<file path="config.mk">
export PLATFORM = sky130hd
export DESIGN_NAME = uart_loader
export DESIGN_NICKNAME = d
export VERILOG_FILES = /design/src/rtl/uart_loader.sv
export SDC_FILE = /design/constraint.sdc
export NUM_CORES = 1
export LEC_CHECK = 0
export BUFFER_PORTS_ARGS = -buffer_cell sky130_fd_sc_hd__buf_2
export CAP_MARGIN = 20
export CELL_PAD_IN_SITES_DETAIL_PLACEMENT = 1
export CELL_PAD_IN_SITES_GLOBAL_PLACEMENT = 1
export CORE_ASPECT_RATIO = 1.2
export CORE_UTILIZATION = 43
export DETAILED_ROUTE_END_ITERATION = 7
export PLACE_DENSITY_LB_ADDON = 0.1
export SLEW_MARGIN = 40
export SYNTH_ARGS = -nofsm -noshare
export SYNTH_HDL_FRONTEND = slang
export SYNTH_SLANG_ARGS = --single-unit
</file>
<file path="constraint.sdc">
create_clock -name clk -period 3.55 [get_ports clk]
set_input_delay 0 -clock clk [delete_from_list [all_inputs] [get_ports clk]]
set_output_delay 0 -clock clk [all_outputs]
set_load 0.03 [all_outputs]
</file>
<file path="src/rtl/uart_loader.sv">
// uart_loader: serial bootloader / command engine between the UART rx and tx FIFOs.
// It parses frames of the form SYNC, CMD, ADDR[4] LE, LEN[2] LE, DATA[LEN], CSUM.
//   CMD 0x01 writes the data bytes to memory.
//   CMD 0x02 requests a jump and must have LEN = 0.
//   Any other CMD is parsed to the end of the frame and then answered with NAK.
// Every complete frame is answered with one ACK or NAK byte.
// Ports:
//   clk, rst           clock, synchronous active-high reset
//   rx_data/rx_pop/rx_ack
//                      rx FIFO head byte, loader request, byte consumed
//   tx_data/tx_available/tx_ack
//                      response byte, response pending, response accepted
//   mem_valid/mem_addr/mem_wdata/mem_wstrb/mem_ready
//                      byte-lane write port
//   busy               a frame is in progress (state != IDLE)
//   go, boot_addr      one-cycle pulse on an accepted jump, and its target
module uart_loader #(
  parameter int unsigned ADDR_WIDTH     = 32,
  parameter logic [7:0]  SYNC_BYTE      = 8'hA5,
  parameter logic [7:0]  ACK_BYTE       = 8'h06,
  parameter logic [7:0]  NAK_BYTE       = 8'h15,
  parameter int unsigned TIMEOUT_CYCLES = 1_000_000
) (
  input  logic                  clk,
  input  logic                  rst,
  input  logic [7:0]            rx_data,
  output logic                  rx_pop,
  input  logic                  rx_ack,
  output logic [7:0]            tx_data,
  output logic                  tx_available,
  input  logic                  tx_ack,
  output logic                  mem_valid,
  output logic [ADDR_WIDTH-1:0] mem_addr,
  output logic [31:0]           mem_wdata,
  output logic [3:0]            mem_wstrb,
  input  logic                  mem_ready,
  output logic                  busy,
  output logic                  go,
  output logic [ADDR_WIDTH-1:0] boot_addr
);

  localparam int unsigned TMO_W     = $clog2(TIMEOUT_CYCLES + 1);
  localparam logic [7:0]  CMD_WRITE = 8'h01;
  localparam logic [7:0]  CMD_JUMP  = 8'h02;

  typedef enum logic [2:0] {
    S_IDLE, S_CMD, S_ADDR, S_LEN, S_DATA, S_MEMWR, S_CSUM, S_RESP
  } state_t;

  state_t                r_state;
  logic [7:0]            r_cmd;
  logic [7:0]            r_sum;
  logic [7:0]            r_len_lo;
  logic                  r_len_nz;
  logic [23:0]           r_araw;
  logic [ADDR_WIDTH-1:0] r_addr;
  logic [15:0]           r_rem;
  logic [1:0]            r_idx;
  logic [TMO_W-1:0]      r_tmo;

  logic                  w_take;
  logic                  w_timed;
  logic                  w_tmo_hit;
  logic                  w_good;
  logic [7:0]            w_sum_next;
  logic [15:0]           w_len;
  logic [TMO_W-1:0]      w_tmo_next;

  assign rx_pop     = !rst && (r_state inside {S_IDLE, S_CMD, S_ADDR, S_LEN, S_DATA, S_CSUM});
  assign busy       = (r_state != S_IDLE);
  assign w_take     = rx_ack && rx_pop;
  // The inter-byte timeout only runs while waiting for rx bytes inside a frame.
  assign w_timed    = r_state inside {S_CMD, S_ADDR, S_LEN, S_DATA, S_CSUM};
  assign w_tmo_next = r_tmo + TMO_W'(1);
  assign w_tmo_hit  = (w_tmo_next == TMO_W'(TIMEOUT_CYCLES));
  assign w_sum_next = r_sum + rx_data;
  assign w_len      = {rx_data, r_len_lo};
  // Judged in the CSUM cycle: w_sum_next then includes the checksum byte.
  assign w_good     = (w_sum_next == 8'h00) &&
                      ((r_cmd == CMD_WRITE) || ((r_cmd == CMD_JUMP) && !r_len_nz));

  // Frame parser, memory write handshake, response and jump signalling.
  always_ff @(posedge clk) begin
    if (rst) begin
      r_state      <= S_IDLE;
      r_cmd        <= 8'h00;
      r_sum        <= 8'h00;
      r_len_lo     <= 8'h00;
      r_len_nz     <= 1'b0;
      r_araw       <= 24'h0;
      r_addr       <= '0;
      r_rem        <= 16'h0;
      r_idx        <= 2'd0;
      r_tmo        <= '0;
      tx_data      <= 8'h00;
      tx_available <= 1'b0;
      mem_valid    <= 1'b0;
      mem_addr     <= '0;
      mem_wdata    <= 32'h0;
      mem_wstrb    <= 4'h0;
      go           <= 1'b0;
      boot_addr    <= '0;
    end else begin
      go <= 1'b0;

      case (r_state)
        S_IDLE: begin
          if (w_take && (rx_data == SYNC_BYTE)) begin
            r_sum   <= 8'h00;
            r_state <= S_CMD;
          end
        end
        S_CMD: begin
          if (w_take) begin
            r_cmd   <= rx_data;
            r_sum   <= w_sum_next;
            r_idx   <= 2'd0;
            r_state <= S_ADDR;
          end
        end
        S_ADDR: begin
          if (w_take) begin
            r_sum  <= w_sum_next;
            r_idx  <= r_idx + 2'd1;
            // Little-endian: shift the first three bytes in, then load the full address.
            r_araw <= {rx_data, r_araw[23:8]};
            if (r_idx == 2'd3) begin
              r_addr  <= ADDR_WIDTH'({rx_data, r_araw});
              r_idx   <= 2'd0;
              r_state <= S_LEN;
            end
          end
        end
        S_LEN: begin
          if (w_take) begin
            r_sum <= w_sum_next;
            if (!r_idx[0]) begin
              r_len_lo <= rx_data;
              r_idx    <= 2'd1;
            end else begin
              r_rem    <= w_len;
              r_len_nz <= (w_len != 16'h0);
              r_state  <= (w_len == 16'h0) ? S_CSUM : S_DATA;
            end
          end
        end
        S_DATA: begin
          if (w_take) begin
            r_sum <= w_sum_next;
            if (r_cmd == CMD_WRITE) begin
              mem_valid <= 1'b1;
              mem_addr  <= {r_addr[ADDR_WIDTH-1:2], 2'b00};
              mem_wdata <= {4{rx_data}};
              mem_wstrb <= 4'b0001 << r_addr[1:0];
              r_state   <= S_MEMWR;
            end else begin
              // Jump or unknown command: data is only counted.
              r_rem   <= r_rem - 16'd1;
              r_state <= (r_rem == 16'd1) ? S_CSUM : S_DATA;
            end
          end
        end
        S_MEMWR: begin
          if (mem_ready) begin
            mem_valid <= 1'b0;
            r_addr    <= r_addr + ADDR_WIDTH'(1);
            r_rem     <= r_rem - 16'd1;
            r_state   <= (r_rem == 16'd1) ? S_CSUM : S_DATA;
          end
        end
        S_CSUM: begin
          if (w_take) begin
            tx_data      <= w_good ? ACK_BYTE : NAK_BYTE;
            tx_available <= 1'b1;
            if (w_good && (r_cmd == CMD_JUMP)) begin
              go        <= 1'b1;
              boot_addr <= r_addr;
            end
            r_state <= S_RESP;
          end
        end
        S_RESP: begin
          if (tx_ack) begin
            tx_available <= 1'b0;
            r_state      <= S_IDLE;
          end
        end
        default: r_state <= S_IDLE;
      endcase

      // Inter-byte timeout: abandon the frame silently. This overrides the case above.
      if (w_timed) begin
        if (w_take) begin
          r_tmo <= '0;
        end else if (w_tmo_hit) begin
          r_tmo   <= '0;
          r_state <= S_IDLE;
        end else begin
          r_tmo <= w_tmo_next;
        end
      end else begin
        r_tmo <= '0;
      end
    end
  end

endmodule

</file>
After elaboration in Yosys (flattened, before gate mapping)

Index checks and enable logic that the tools add are counted.
W data, S select, Z words.

Register bits after elaboration: 231
Bits of input ports: 13
Output and inout bits: 113
Logic and storage cells: 140

Add/subtract/negate cells: 5
Equal/unequal tests: 27
Shifts and indexed selects: 1
Multiplexer cells: 45
Bitwise logic cells: 4
Reduce and logical (&&, ||, !) cells: 39

Operator list:

| operator                | count |
|---|---|
| $mux W32                | 3 |
| $mux W16                | 5 |
| $pmux W32 S2            | 1 |
| $pmux W16 S3            | 1 |
| $mux W3                 | 13 |
| $add A32 B1 Y32 const B | 1 |
| $pmux W3 S8             | 1 |
| $add A20 B1 Y20 const B | 1 |
| $eq A20 B20 Y1 const B  | 1 |
| $ne A2 B2 Y1 const B    | 10 |
| $reduce_and A3 Y1       | 6 |
| $eq A16 B1 Y1 const B   | 1 |
| $logic_not A16 Y1       | 1 |
| $mux W2                 | 8 |
| $mux W8                 | 2 |
| $pmux W8 S2             | 1 |
| $reduce_bool A16 Y1     | 1 |
| $sub A16 B1 Y16 const B | 1 |
| $eq A3 B3 Y1 const B    | 4 |
| $reduce_and A4 Y1       | 3 |
| $reduce_bool A3 Y1      | 3 |
| $add A8 B8 Y8           | 1 |
| $eq A8 B1 Y1 const B    | 1 |
| $eq A8 B2 Y1 const B    | 1 |
| other kinds (25)        | 50 |

Logic depth before layout (Yosys ltp)

Depth in word-level cells: 10
Gate-level depth with buffers: 9
Depth with buffers taken out: 8

Least setup slack after synthesis

No wires, ideal clock.

Path type: register to register
From: register r_sum[0]
To: register tx_data[0]
Setup time: 116 ps
Arrival time: 2517 ps
Required time: 3434 ps
Setup slack: 918 ps
Cell stages (with the launch flop): 9
Buffers on the path: 0
Clock period less this slack: 2632 ps
Cell sequence: dfxtp_1 > ha_1 > fa_1 > xor2_1 > or3_1 > nor3_2 > o2111ai_2 > or4_1 > and3_1

Longest elaborated chain between the ends: 4

Ends and longest elaborated chain:

| item                     | line | source |
|---|---|---|
| start: declaration       | 52   | `logic [7:0] r_sum;` |
| start signal: assignment | 116  | `r_sum <= w_sum_next;` |
| start signal: assignment | 123  | `r_sum <= w_sum_next;` |
| start signal: assignment | 136  | `r_sum <= w_sum_next;` |
| $add A8 B8 Y8            | 76   | `assign w_sum_next = r_sum + rx_data;` |
| $logic_not A8 Y1         | 79   | `assign w_good = (w_sum_next == 8'h00) &&` |
| $logic_and A1 B1 Y1      | 79   |  |
| $mux W5                  | 173  | `tx_data <= w_good ? ACK_BYTE : NAK_BYTE;` |
| end signal: assignment   | 173  |  |
| end: declaration         | 29   | `output logic [7:0] tx_data,` |

No other way between the ends.
A chain may end at the register's enable or synchronous reset.

Worst setup path after layout

From: register r_sum[1]
To: register boot_addr[10]

Longest elaborated chain between the ends: 5

Ends and longest elaborated chain:

| item                               | line | source |
|---|---|---|
| $add A8 B8 Y8                      | 76   |  |
| $logic_not A8 Y1                   | 79   |  |
| $logic_and A1 B1 Y1                | 79   |  |
| $logic_and A1 B1 Y1                | 175  | `if (w_good && (r_cmd == CMD_JUMP)) begin` |
| $reduce_and A3 Y1 (no source line) | --   |  |
| end signal: assignment             | 177  | `boot_addr <= r_addr;` |
| end: declaration                   | 39   | `output logic [ADDR_WIDTH-1:0] boot_addr` |

No other way between the ends.

==> run_results.csv <==
group,metric,value,unit
status,outcome,"finished clean",
place,hpwl,19.6,mm
synthesis,syn_inst,1254,
setup_path,critPathArrivalTime,3.13,ns
global_route,grt.total_usage,25.5,%
pwr,peakVddDrop,0.000340,V
setup_path,rr_worst_depth,8,
detailed_routing,drt_pass1_iterations,4,
synthesis,syn-cell-area,9800,um2
setup_path,cp-end-kind,"register",
global_route,globalRouteMet2Util,44.9,%
pwr,total_leakage_power,4.22,nW
synthesis,synth-main-ff-cell,"dfxtp_1",
pwr,p_per_area,421,nW/um2
finish,final_nets,1344,
finish,fill_cells,2774,
place,port_buffers,119,
cts,clkSinkCount,202,
synthesis,ys_seq_area_share,41.3,%
synthesis,yosysUniqueCellTypes,70,
synthesis,ys_warn_count,0,
synthesis,syn_area_per_cell,7.81,um2
worst_hold_path,holdPathStages,4,
floorplan,io_pins,126,
finish,n_antenna_cell,0,
setup_path,critical_path_class,"register to register",
global_route,antenna_found_initial,0,
synthesis,synth_seq_cells,202,
timing,fin_worst_skew,0.00991,ns
global_route,overflow,0,
cts,cts_tree,"built",
timing,maxSlewViolCount,0,
global_route,met3_usage,2.63,%
floorplan,initial_core_util,43.8,%
cts,clk_pin_slew_worst_paths,0.06,ns
timing,setup_violations,0,
floorplan,die_w,140,um
global_route,grt_pass1_vias,9428,
pwr,finalPower,4.75,mW
floorplan,rows,60,
detailed_routing,drc,0,
cts,cts_setup_buffers,0,
floorplan,die_area,23400,um2
timing,rsz0062_at_grt,"false",
place,dp_cells,1557,
detailed_routing,wl_per_cell,18.6,um
detailed_routing,ant_nets,0,
setup_path,crit_path_start_kind,"register",
global_route,grt_pass1_wl,48.8,mm
cts,hold_buffers,12,
timing,relSlewSlack,46.7,%
timing,setup_slack,0.777,ns
timing,period_needed,2.77,ns
detailed_routing,vias,9373,
finish,layoutNonFillerInstCount,1608,
floorplan,coreArea,22400,um2
timing,hold_viol,0,
detailed_routing,wl,30.0,mm
synthesis,synth_edf_count,0,
detailed_routing,drtIter0Drc,493,
run,cap_violations,0,
cts,h-tree-depth,1,
timing,fin_crit_sh,78.1,%
synthesis,ys_async_sr_fraction,0,%
floorplan,fp.dieH,167,um
global_route,grt_start_max_net_pins,104,
finish,syn_to_final_growth,15.1,%
global_route,busiest_layer,"met2",
timing,tightestPinTransition,0.800,ns
timing,fin_setup_tns,0,ns
cts,cts_root_buffer,"clkbuf_16",
cts,cts-resized-gates,0,
place,gp_congestion,0.829,
setup_path,required,3.91,ns
cts,clock_path_buffers,3,
finish,drive_gt1_share,15.7,%
setup_path,cp_max_fo,23,
cts,insertion_delay,0.51,ns
worst_hold_path,hold_class,"input pin to register",
global_route,grtUsageMet1,32.5,%
place,place_ws,0.788,ns
detailed_routing,avgViaCountPerCell,5.83,
timing,fmax,361,MHz
cts,cts_buffers,23,
-- layout by cell type (no fill, tap or decap), types with 7 or more instances in the layout --
| master | n |
|---|---|
| xor2_1 | 14 |
| nor2_1 | 104 |
| nand3_1 | 31 |
| nor2b_1 | 7 |
| inv_1 | 16 |
| buf_4 | 31 |
| a21oi_1 | 164 |
| and3_1 | 13 |
| o22ai_1 | 9 |
| ha_1 | 15 |
| a22oi_1 | 12 |
| o31ai_1 | 38 |
| mux2i_1 | 17 |
| a211oi_1 | 14 |
| nor3_1 | 20 |
| a21o_1 | 8 |
| a31oi_1 | 14 |
| dfxtp_1 | 202 |
| buf_2 | 118 |
| xnor2_1 | 10 |
| o21ai_0 | 44 |
| clkbuf_16 | 23 |
| nand2_1 | 211 |
| nand4_1 | 47 |
| dlygate4sd3_1 | 12 |
| nor4_1 | 12 |
-- through the flow --
step	cell area (um2)	hold WS (ns)	util (%)
2_1_floorplan	9820	0.136	-
3_3_place_gp	10400	0.356	46.5
3_5_place_dp	10400	0.365	46.6
4_1_cts	11300	0.0141	50.4
5_1_grt	11300	0.0361	50.4
6_report	11300	0.0310	50.4
-- power by group --
group	leakage, nW	switching [mW]	internal (mW)
clock	0.366	0.972	1.36
combinational	2.23	0.109	0.0377
sequential	1.63	0.000129	2.27
-- per-layer routing --
metal / wire length (um) / part of all wire (%)
met2: 14700 / 49
met4: 770 / 2.6
met5: 0 / 0
met3: 807 / 2.7
met1: 13700 / 46
-- Yosys cell counts, drive strengths merged, types with 7 or more instances --
master	instances	share of area, %
o22ai	9	0.57
and3	14	0.89
a21oi	164	8.4
nand4	47	3.0
xor2	15	1.3
a21o	8	0.61
nand2	211	8.1
nor3	23	1.3
nand3	31	1.6
nor4	13	0.89
clkbuf	86	3.3
xnor2	11	0.98
a31oi	14	0.89
a211oi	14	1.1
dfxtp	202	41
a22oi	12	0.92
inv	16	0.61
mux2i	17	1.7
o31ai	39	3.1
nor2b	7	0.45
and2	8	0.52
o21ai	46	2.3
nor2	105	4.0
ha	15	1.9
buf	46	3.1
-- critical path, stage by stage, from the launching register on --
cell and delay, ns:
dfxtp_1 0.38, ha_1 0.26, a211oi_1 0.28, o21ai_0 0.15, xor2_1 0.20, or3_2 0.75
buf_4 0.29, o31ai_1 0.21, a21oi_1 0.10
-- final timing paths --
path	start	to	slack (ns)
setup / recovery	r_sum[1]	boot_addr[10]	0.78
hold / removal	mem_ready	r_state[1]	0.03
setup reg to reg	r_sum[1]	boot_addr[10]	0.78
hold reg to reg	mem_addr[10]	mem_addr[10]	0.45
-- kinds of logic after synthesis --
kind of cell / count (synthesis) / share of synthesized area [%]
multiplexers: 18 / 1.85
flip-flops: 202 / 41.3
AND/OR/NAND/NOR: 491 / 23.3
buffers and inverters: 149 / 7.06
adder cells (fa/ha/maj): 16 / 2.12
AO/OA/AOI/OAI: 351 / 22.1
XOR/XNOR: 26 / 2.32
other: 1 / 0.0383
-- flip-flops by register name, summed over array words and instances (netlist names), 3 cells and up --
signal	count
r_rem	16
r_state	3
mem_addr	30
boot_addr	32
r_tmo	20
r_addr	32
r_len_lo	8
r_sum	8
mem_wstrb	4
mem_wdata	8
tx_data	3
r_araw	24
r_cmd	8
-- cell type report --
cell class,count,area (um2),share of cell area [%]
multi-input combinational,908,5120,45.4
sequential,202,4040,35.9
timing repair buffer,163,966,8.57
clock buffer,31,656,5.82
tap,279,349,3.10
clock inverter,8,72.6,0.644
inverter,17,63.8,0.566
(Power assumes the default switching activity.)
